<file path="src/rtl/ram_wait_ctrl_if.sv">
// Requester/memory handshake bundle for ram_wait_ctrl.
// The master drives address, write data, direction and the enable level;
// the slave returns read data, completion and the range error flag.
interface ram_wait_ctrl_if #(
    parameter int unsigned DW = 8,
    parameter int unsigned AW = 8
);
    logic [AW-1:0] MAR;
    logic          enable;
    logic [DW-1:0] bus;
    logic          rnw;
    logic [DW-1:0] MBR;
    logic          MFC;
    logic          err;

    modport master (
        output MAR, enable, bus, rnw,
        input  MBR, MFC, err
    );

    modport slave (
        input  MAR, enable, bus, rnw,
        output MBR, MFC, err
    );
endinterface

</file>
<file path="src/rtl/ram_wait_ctrl.sv">
// Clocked MAR/MBR/MFC memory block: one read or write per rising edge of
// enable, optional wait states before the access, four-phase completion on
// MFC and an error flag for addresses at or beyond DEPTH.
module ram_wait_ctrl #(
    parameter int unsigned   DW          = 8,
    parameter int unsigned   AW          = 8,
    parameter int unsigned   DEPTH       = 16,
    parameter int unsigned   WAIT_STATES = 0,
    parameter logic [DW-1:0] INIT0       = DW'(1)
) (
    input logic            clk,
    input logic            reset,
    ram_wait_ctrl_if.slave mem_if
);
    typedef enum logic [1:0] {
        S_IDLE,
        S_WAIT,
        S_ACCESS,
        S_DONE
    } state_t;

    localparam int unsigned IW        = (DEPTH > 1) ? $clog2(DEPTH) : 1;
    localparam logic [AW:0] DEPTH_W   = (AW + 1)'(DEPTH);
    localparam logic [7:0]  WAIT_LOAD = (WAIT_STATES > 0) ? 8'(WAIT_STATES - 1) : '0;

    state_t          r_state;
    state_t          w_nxt_state;
    logic            r_en_q;
    logic [7:0]      r_cnt;
    logic [AW-1:0]   r_addr;
    logic [DW-1:0]   r_wdata;
    logic            r_rnw;
    logic [DW-1:0]   r_mbr;
    logic            r_mfc;
    logic            r_err;
    logic            w_req;
    logic            w_in_range;
    logic [IW-1:0]   w_idx;

    // Storage is never reset; only its power-up content is defined.
    logic [DW-1:0]   r_mem [DEPTH] = '{0: INIT0, default: '0};

    // Full-width compare: out-of-range addresses never alias into low bits.
    assign w_in_range = ({1'b0, r_addr} < DEPTH_W);
    assign w_idx      = r_addr[IW-1:0];

    assign mem_if.MBR = r_mbr;
    assign mem_if.MFC = r_mfc;
    assign mem_if.err = r_err;

    // Next-state: accept only a fresh rising edge of enable while idle.
    always_comb begin
        w_nxt_state = r_state;
        w_req       = mem_if.enable & ~r_en_q;
        case (r_state)
            S_IDLE:   if (w_req) w_nxt_state = (WAIT_STATES > 0) ? S_WAIT : S_ACCESS;
            S_WAIT:   if (r_cnt == '0) w_nxt_state = S_ACCESS;
            S_ACCESS: w_nxt_state = S_DONE;
            S_DONE:   if (!mem_if.enable) w_nxt_state = S_IDLE;
            default:  w_nxt_state = S_IDLE;
        endcase
    end

    // State register.
    always_ff @(posedge clk or posedge reset) begin
        if (reset) begin
            r_state <= S_IDLE;
        end else begin
            r_state <= w_nxt_state;
        end
    end

    // Operand capture, wait countdown, read data, completion and error flags.
    always_ff @(posedge clk or posedge reset) begin
        if (reset) begin
            r_en_q  <= 1'b0;
            r_cnt   <= '0;
            r_addr  <= '0;
            r_wdata <= '0;
            r_rnw   <= 1'b0;
            r_mbr   <= '0;
            r_mfc   <= 1'b0;
            r_err   <= 1'b0;
        end else begin
            r_en_q <= mem_if.enable;
            case (r_state)
                S_IDLE: begin
                    if (w_req) begin
                        r_addr  <= mem_if.MAR;
                        r_wdata <= mem_if.bus;
                        r_rnw   <= mem_if.rnw;
                        r_err   <= 1'b0;
                        r_cnt   <= WAIT_LOAD;
                    end
                end
                S_WAIT: begin
                    if (r_cnt != '0) r_cnt <= r_cnt - 8'd1;
                end
                S_ACCESS: begin
                    r_mfc <= 1'b1;
                    if (w_in_range) begin
                        if (r_rnw) r_mbr <= r_mem[w_idx];
                    end else begin
                        r_err <= 1'b1;
                    end
                end
                S_DONE: begin
                    if (!mem_if.enable) r_mfc <= 1'b0;
                end
                default: ;
            endcase
        end
    end

    // Write port: commits only in ACCESS, so a reset earlier drops the write.
    always_ff @(posedge clk) begin
        if (r_state == S_ACCESS && w_in_range && !r_rnw) begin
            r_mem[w_idx] <= r_wdata;
        end
    end
endmodule

</file>
<file path="src/flat_wrapper.sv">
// flat-port wrapper written by rule: the top's interface ports become plain ports
module ram_wait_ctrl_flat 
#(
    parameter int unsigned   DW          = 8,
    parameter int unsigned   AW          = 8,
    parameter int unsigned   DEPTH       = 16,
    parameter int unsigned   WAIT_STATES = 0,
    parameter logic [DW-1:0] INIT0       = DW'(1)
)
  (clk, reset, mem_if_MAR, mem_if_enable, mem_if_bus, mem_if_rnw, mem_if_MBR, mem_if_MFC, mem_if_err);
  ram_wait_ctrl_if #(.DW(DW), .AW(AW)) mem_if_i ();
  input logic clk;
  input logic reset;
  input wire logic [$bits(mem_if_i.MAR)-1:0] mem_if_MAR;
  input wire logic [$bits(mem_if_i.enable)-1:0] mem_if_enable;
  input wire logic [$bits(mem_if_i.bus)-1:0] mem_if_bus;
  input wire logic [$bits(mem_if_i.rnw)-1:0] mem_if_rnw;
  output wire logic [$bits(mem_if_i.MBR)-1:0] mem_if_MBR;
  output wire logic [$bits(mem_if_i.MFC)-1:0] mem_if_MFC;
  output wire logic [$bits(mem_if_i.err)-1:0] mem_if_err;
  assign mem_if_i.MAR = mem_if_MAR;
  assign mem_if_i.enable = mem_if_enable;
  assign mem_if_i.bus = mem_if_bus;
  assign mem_if_i.rnw = mem_if_rnw;
  assign mem_if_MBR = mem_if_i.MBR;
  assign mem_if_MFC = mem_if_i.MFC;
  assign mem_if_err = mem_if_i.err;
  ram_wait_ctrl #(.DW(DW), .AW(AW), .DEPTH(DEPTH), .WAIT_STATES(WAIT_STATES), .INIT0(INIT0)) u_core (.clk(clk), .reset(reset), .mem_if(mem_if_i));
endmodule
</file>
<file path="config.mk">
export PLATFORM = sky130hd
export DESIGN_NAME = ram_wait_ctrl_flat
export DESIGN_NICKNAME = d
export VERILOG_FILES = /design/src/rtl/ram_wait_ctrl_if.sv /design/src/rtl/ram_wait_ctrl.sv /design/src/flat_wrapper.sv
export SDC_FILE = /design/constraint.sdc
export NUM_CORES = 1
export LEC_CHECK = 0
export CAP_MARGIN = 25
export CORE_MARGIN = 2
export CORE_UTILIZATION = 64
export CTS_CLUSTER_DIAMETER = 150
export DETAILED_ROUTE_END_ITERATION = 12
export PLACE_DENSITY = 0.84
export SYNTH_ARGS = -nofsm -noshare
export SYNTH_HDL_FRONTEND = slang
export SYNTH_SLANG_ARGS = --single-unit
</file>
<file path="constraint.sdc">
create_clock -name clk -period 3.4 [get_ports clk]
set_input_delay 0.68 -clock clk [delete_from_list [all_inputs] [get_ports clk]]
set_output_delay 0.68 -clock clk [all_outputs]
set_load 0.05 [all_outputs]
</file>
# [Word-level counts from Yosys, hierarchy flattened]
# Memories as Yosys holds them, arrays and structs flattened. A register that Yosys moved wholly into a read port is not among the register bits.
# Cells that the tools add are included.
[word_totals] ff_bits=30 mem_bits_rw=128 in_bits=20 output_inout_bits=10 elab_cells=50 mem_count=1
[classes] n_addsub=1 magnitude_cmp=1 eq_ne=8 n_mux=14 bitwise=2 reduce_logical=15
[mem_list] name="u_core.r_mem" words=16 width=8 read_ports=1 rd_clocked_by_memory_dff=1 wr=1 line="ram_wait_ctrl.sv:41" rtl="logic [DW-1:0] r_mem [DEPTH] = '{0: INIT0, default: '0};"
[op_table] operator="8-bit two-way mux" n=2
[op_table] operator="8-bit case mux with 2 select lines" n=1
[op_table] operator="3-bit AND reduction" n=4
[op_table] operator="8-bit zero test" n=1
[op_table] operator="8-bit by 5-bit < comparator with 1-bit output, second input constant" n=1
[op_table] operator="2-bit case mux with 4 select lines" n=1
[op_table] operator="8-bit nonzero test" n=1
[op_table] operator="8-bit by 1-bit subtractor with 8-bit output, second input constant" n=1
[op_table] operator="2-bit two-way mux" n=3
[op_table] operator="2-bit by 1-bit inequality test with 1-bit output, second input constant" n=3
[op_table] operator="2-bit nonzero test" n=3
[op_table] operator="1-bit two-way mux" n=5
[op_table] operator="2-bit == test, second input constant" n=2
[op_table] operator="2-bit inequality test, second input constant" n=2
[op_table] operator="1-bit case mux with 2 select lines" n=2
[op_table] operator="2-bit AND reduction" n=2
[op_table] operator="2-bit by 1-bit == test with 1-bit output, second input constant" n=1
[op_table] operator="1-bit logical AND" n=2
[op_table] operator="2-bit zero test" n=1
[op_table] operator="1-bit AND" n=1
[op_table] operator="1-bit zero test" n=1
[op_table] operator="1-bit inverter" n=1

# [Depth between registers and ports, before layout]
[logic_depth] depth_word=5 ltp_mapped=7 ltp_nobuf=6

# [Worst setup path before layout]
# Ideal clock, no wire load.
[synth_timing] path_type="register to register" from="register u_core.r_addr[1]" to="memory u_core.r_mem[1][0] (enable)" setup_time_ns=0.370 arrival_time_ns=1.738 required_time_ns=3.030 setup_slack_ns=1.292 path_stages_with_launch=7 n_path_buf=3 path_cell_list="dfrtp_1 > buf_6 > buf_2 > buf_2 > nor4_1 > nand2_1 > nor2_1"
[synth_via] elab_chain_cells=5
[synth_rtl] element="start: declaration" line="ram_wait_ctrl.sv:30" rtl="logic [AW-1:0] r_addr;"
[synth_rtl] element="start signal: assignment" line="ram_wait_ctrl.sv:89" rtl="r_addr <= mem_if.MAR;"
[synth_rtl] element="8-bit by 5-bit < comparator with 1-bit output" line="ram_wait_ctrl.sv:44" rtl="assign w_in_range = ({1'b0, r_addr} < DEPTH_W);"
[synth_rtl] element="1-bit logical AND (2 in a row)" line="ram_wait_ctrl.sv:117" rtl="if (r_state == S_ACCESS && w_in_range && !r_rnw) begin"
[synth_rtl] element="1-bit two-way mux" line="ram_wait_ctrl.sv:117"
[synth_rtl] element="1-bit two-way mux (implied by the code)" line="ram_wait_ctrl.sv:118" rtl="r_mem[w_idx] <= r_wdata;"
[synth_rtl] element="end: declaration" line="ram_wait_ctrl.sv:41"
# Several ways; a longest one is shown, not always the timed one.

# [Final worst setup path]
[layout_timing] from="register u_core.r_addr[1]" to="register u_core.r_mbr[0] (netlist: u_core.mem_if.MBR[0]), read port of u_core.r_mem"
[layout_via] elab_chain_cells=2
[layout_rtl] element="8-bit by 5-bit < comparator with 1-bit output" line="ram_wait_ctrl.sv:44"
[layout_rtl] element="3-bit AND reduction (no source line)"
[layout_rtl] element="end: declaration" line="ram_wait_ctrl.sv:33" rtl="logic [DW-1:0] r_mbr;"
# Several ways; a longest one is shown, not always the timed one.
# A chain may end at the register's enable or synchronous reset.

==> impl_results.md <==
* Flop2flop setup slack at 620 ps
* Hold Vio Cnt, Final at 0
* Logic gate share of total power at 0.261
* Worst Setup SP: u_core.r_addr[1]
* Clk pwr share at 0.262
* Initial DRC Count at between 400 and 500
* Number of buffers created by CTS at 17
* Mapped cell area at 0.00655 mm2
* Final wirelength at between 10 and 15 mm
* Hold WC Path Type: flip-flop to flip-flop
* Die area at 0.0111 mm2
* Num Clock Sinks at 166
* Crit Path Max Fanout at 20
* First-pass GRT wire length at 20.9 mm
* Clk buf depth at 2
* Syn Nets at 406
* DR vias/cell at 6.31
* Leakage at ~0.0027 uW
* RSZ-0062 raised after global routing: no
* Htree depth at 4
* Status: completed
* Die Wd at 105 um
* DP HPWL at 8.40 mm
* Hold wc startpoint: u_core.r_addr[7]
* Final GP Congestion at 0.781
* Reg2Reg Launch Point: u_core.r_addr[1]
* # resized after CTS at 0
* Crit path capture type: flip-flop
* Worst r2r dst: u_core.mem_if.MBR[0]
* Reg power frac at 0.478
* Pin count of the biggest net entering global routing at 39
* Slew headroom at 0.344
* NetSw at 2210 uW
* Setup violators final at 0
* CP Cell Sequence: buf_4, mux4_1, mux2i_1, a21oi_1, mux2_2
* Most frequent cells in the layout: edfxtp_1 (128), nand2_1 (60), dfrtp_1 (38)
* Max Cap Viol at 0
* Setup CP Type: flip-flop to flip-flop
* Share of layout cells above drive strength 1 at 0.200
* Final worst clock skew at 10.3 ps
* Crit path required time at 3810 ps
* Cell count after synthesis at 384
* Achievable Freq at 0.360 GHz
* Util after Layout at 0.775
* WL/cell at 23.8 um
* Mean Syn Cell Area at 17.0 um2
* Die Y at roughly 110 um
* CP max stage delay at 990 ps
* Skew-Pair Late Insertion Delay at between 500 and 600 ps
* Fin crit period at 2780 ps
* DR DRC count at 0
* Post-CTS Setup Bufs at 0
* Tcrit/Tclk final at 0.818
* Vias after detailed routing at around 3700
* Worst reg2reg path depth at 5
* Initial Util at 0.663
* Hold path depth at 2
* Setup TNS at 0 ps
* Int Power at 4390 uW
* # nets final at 455
* Setup crit start kind: flip-flop
* Number of global-route vias before repair at 3786
* CP max-delay cell: dfrtp_1
* CTS root buffer: clkbuf_8
* #FFs+latches synth at 166
* Core Rows at 36
* Sequential-to-total area share from yosys stat at 0.733
* Post-route ant nets at 0
* Clk slew on worst S/H paths at 70 ps
* Sw Ratio at 0.335
* Worst Hold End: u_core.r_addr[7]
* Total GRT Usage at 0.261
* GRT overflow at 0
* Leading cell type in the layout, fill and taps excluded: edfxtp_1
* IR drop worst, VDD at ~0.00054 V
* Core area at ~0.0099 mm2
* IO Count at 30
* Worst EP arrival at 3190 ps
* CTS Hold Bufs at 0
* CTS tree: done
* Yosys warns at 0
* Drt pass-1 iters at 4
* Area delta synth->final at 16.8%
* Diodes inserted at 0
* Pins over their slew limit at 0
* I/O Buffers at 29
* Netlist cell types at 40
* Worst-margin pin slew at 984 ps
* Pwr/cell area at 864 mW/mm2
* Initial antenna violation count at 0
critical path: cells and delay by family, from the launching register on:
kind	cells	cell delay, ps
AO/OA/AOI/OAI	1	100
buffers and inverters	1	400
flip-flops	1	990
multiplexers	3	1160
worst max path at each step:
stage	slack (ps)	end	cells past startpoint
floorplan	1290	u_core.r_mem[1][0]	6
finish	620	u_core.mem_if.MBR[0]	5
CTS	680	u_core.mem_if.MBR[0]	5
global placement	830	u_core.mem_if.MBR[0]	5
global route	470	u_core.mem_if.MBR[0]	5
detailed placement	700	u_core.mem_if.MBR[0]	5
flip-flops by register name (all words and copies together) (netlist names):
register           cells
u_core.mem_if.err      1
u_core.r_mem         128
u_core.r_wdata         8
u_core.r_en_q          1
u_core.r_addr          8
u_core.r_rnw           1
u_core.mem_if.MFC      1
u_core.r_cnt           8
u_core.mem_if.MBR      8
u_core.r_state         2
power by group through the flow:
stage	Sequential, uW	Combinational, uW	Clock [uW]
global placement	3240	1450	0
finish	3150	1720	1730
CTS	3240	1550	1730
detailed placement	3270	1520	0
global route	3210	1860	1820
floorplan	3090	1150	0
per-layer routing:
layer / vias up / routed length [um] / global-route usage
li1: 1578 / - / -
met1: 1865 / 5220 / 0.343
met2: 169 / 7290 / 0.435
met3: 40 / 855 / 0.0536
met4: 0 / 384 / 0.102
met5: - / 0 / 0
per-stage QoR:
step / area (um2) / hold WS (ps) / setup slack [ps] / instances / power, uW
6_report: 7640 / 512 / 619 / 579 / 6600
5_1_grt: 7640 / 535 / 475 / 579 / 6890
4_1_cts: 7590 / 486 / 676 / 577 / 6520
3_5_place_dp: 7040 / 457 / 703 / 545 / 4790
3_3_place_gp: 7040 / 454 / 831 / 545 / 4690
2_1_floorplan: 6550 / 437 / 1290 / 384 / 4240
synth_stat cells:
| library cell | number | area (um2) |
|---|---|---|
| edfxtp_1 | 128 | 3840 |
| nand2_1 | 60 | 225 |
| dfrtp_1 | 38 | 951 |
| mux4_2 | 29 | 653 |
| nor2_1 | 23 | 86.3 |
| nand3_1 | 13 | 65.1 |
| clkbuf_1 | 9 | 33.8 |
| mux2_2 | 8 | 90.1 |
| nand2b_1 | 7 | 43.8 |
| buf_2 | 6 | 30.0 |
| inv_1 | 6 | 22.5 |
| o21ai_0 | 6 | 30.0 |
| a21oi_1 | 4 | 20.0 |
| a22oi_1 | 4 | 30.0 |
| mux2i_1 | 4 | 40.0 |
| mux4_1 | 4 | 105 |
| nor2b_1 | 4 | 25.0 |
| nor4_1 | 3 | 18.8 |
| o22ai_1 | 3 | 18.8 |
| or4_1 | 3 | 22.5 |
| ha_1 | 2 | 25.0 |
| or3_1 | 2 | 12.5 |
| a211oi_1 | 1 | 7.51 |
| buf_6 | 1 | 11.3 |
| nand2_2 | 1 | 6.26 |
| nand4_1 | 1 | 6.26 |
| nand4b_1 | 1 | 8.76 |
| nand4bb_1 | 1 | 11.3 |
| nor3_1 | 1 | 5.00 |
| nor4b_1 | 1 | 8.76 |
| o211ai_1 | 1 | 7.51 |
| o2bb2ai_1 | 1 | 8.76 |
| o311a_1 | 1 | 10.0 |
| o31ai_1 | 1 | 7.51 |
| o31ai_2 | 1 | 12.5 |
| or2_1 | 1 | 6.26 |
| or2_2 | 1 | 6.26 |
| or4bb_1 | 1 | 11.3 |
| xnor2_1 | 1 | 8.76 |
| xor2_1 | 1 | 8.76 |
cell type report:
| class | instances | area (um2) |
|---|---|---|
| well taps | 133 | 166 |
| fillers | 491 | 2220 |
| clock inverters | 14 | 125 |
| repair buffers | 46 | 458 |
| clock buffers | 18 | 418 |
| multi-input cells | 196 | 1660 |
| inverters | 6 | 22.5 |
| flip-flops and latches | 166 | 4790 |
logic make-up (layout without fill, tap and decap cells):
family | Yosys count | in the layout | share of synthesized area
fa+ha+maj | 2 | 2 | 0.00382
mux | 45 | 45 | 0.136
flops | 166 | 166 | 0.733
buf+inv | 22 | 84 | 0.0149
simple gates | 124 | 124 | 0.0870
compound gates | 23 | 23 | 0.0233
xor+xnor | 2 | 2 | 0.00268
Note: power is estimated with default switching activity, not from simulation.
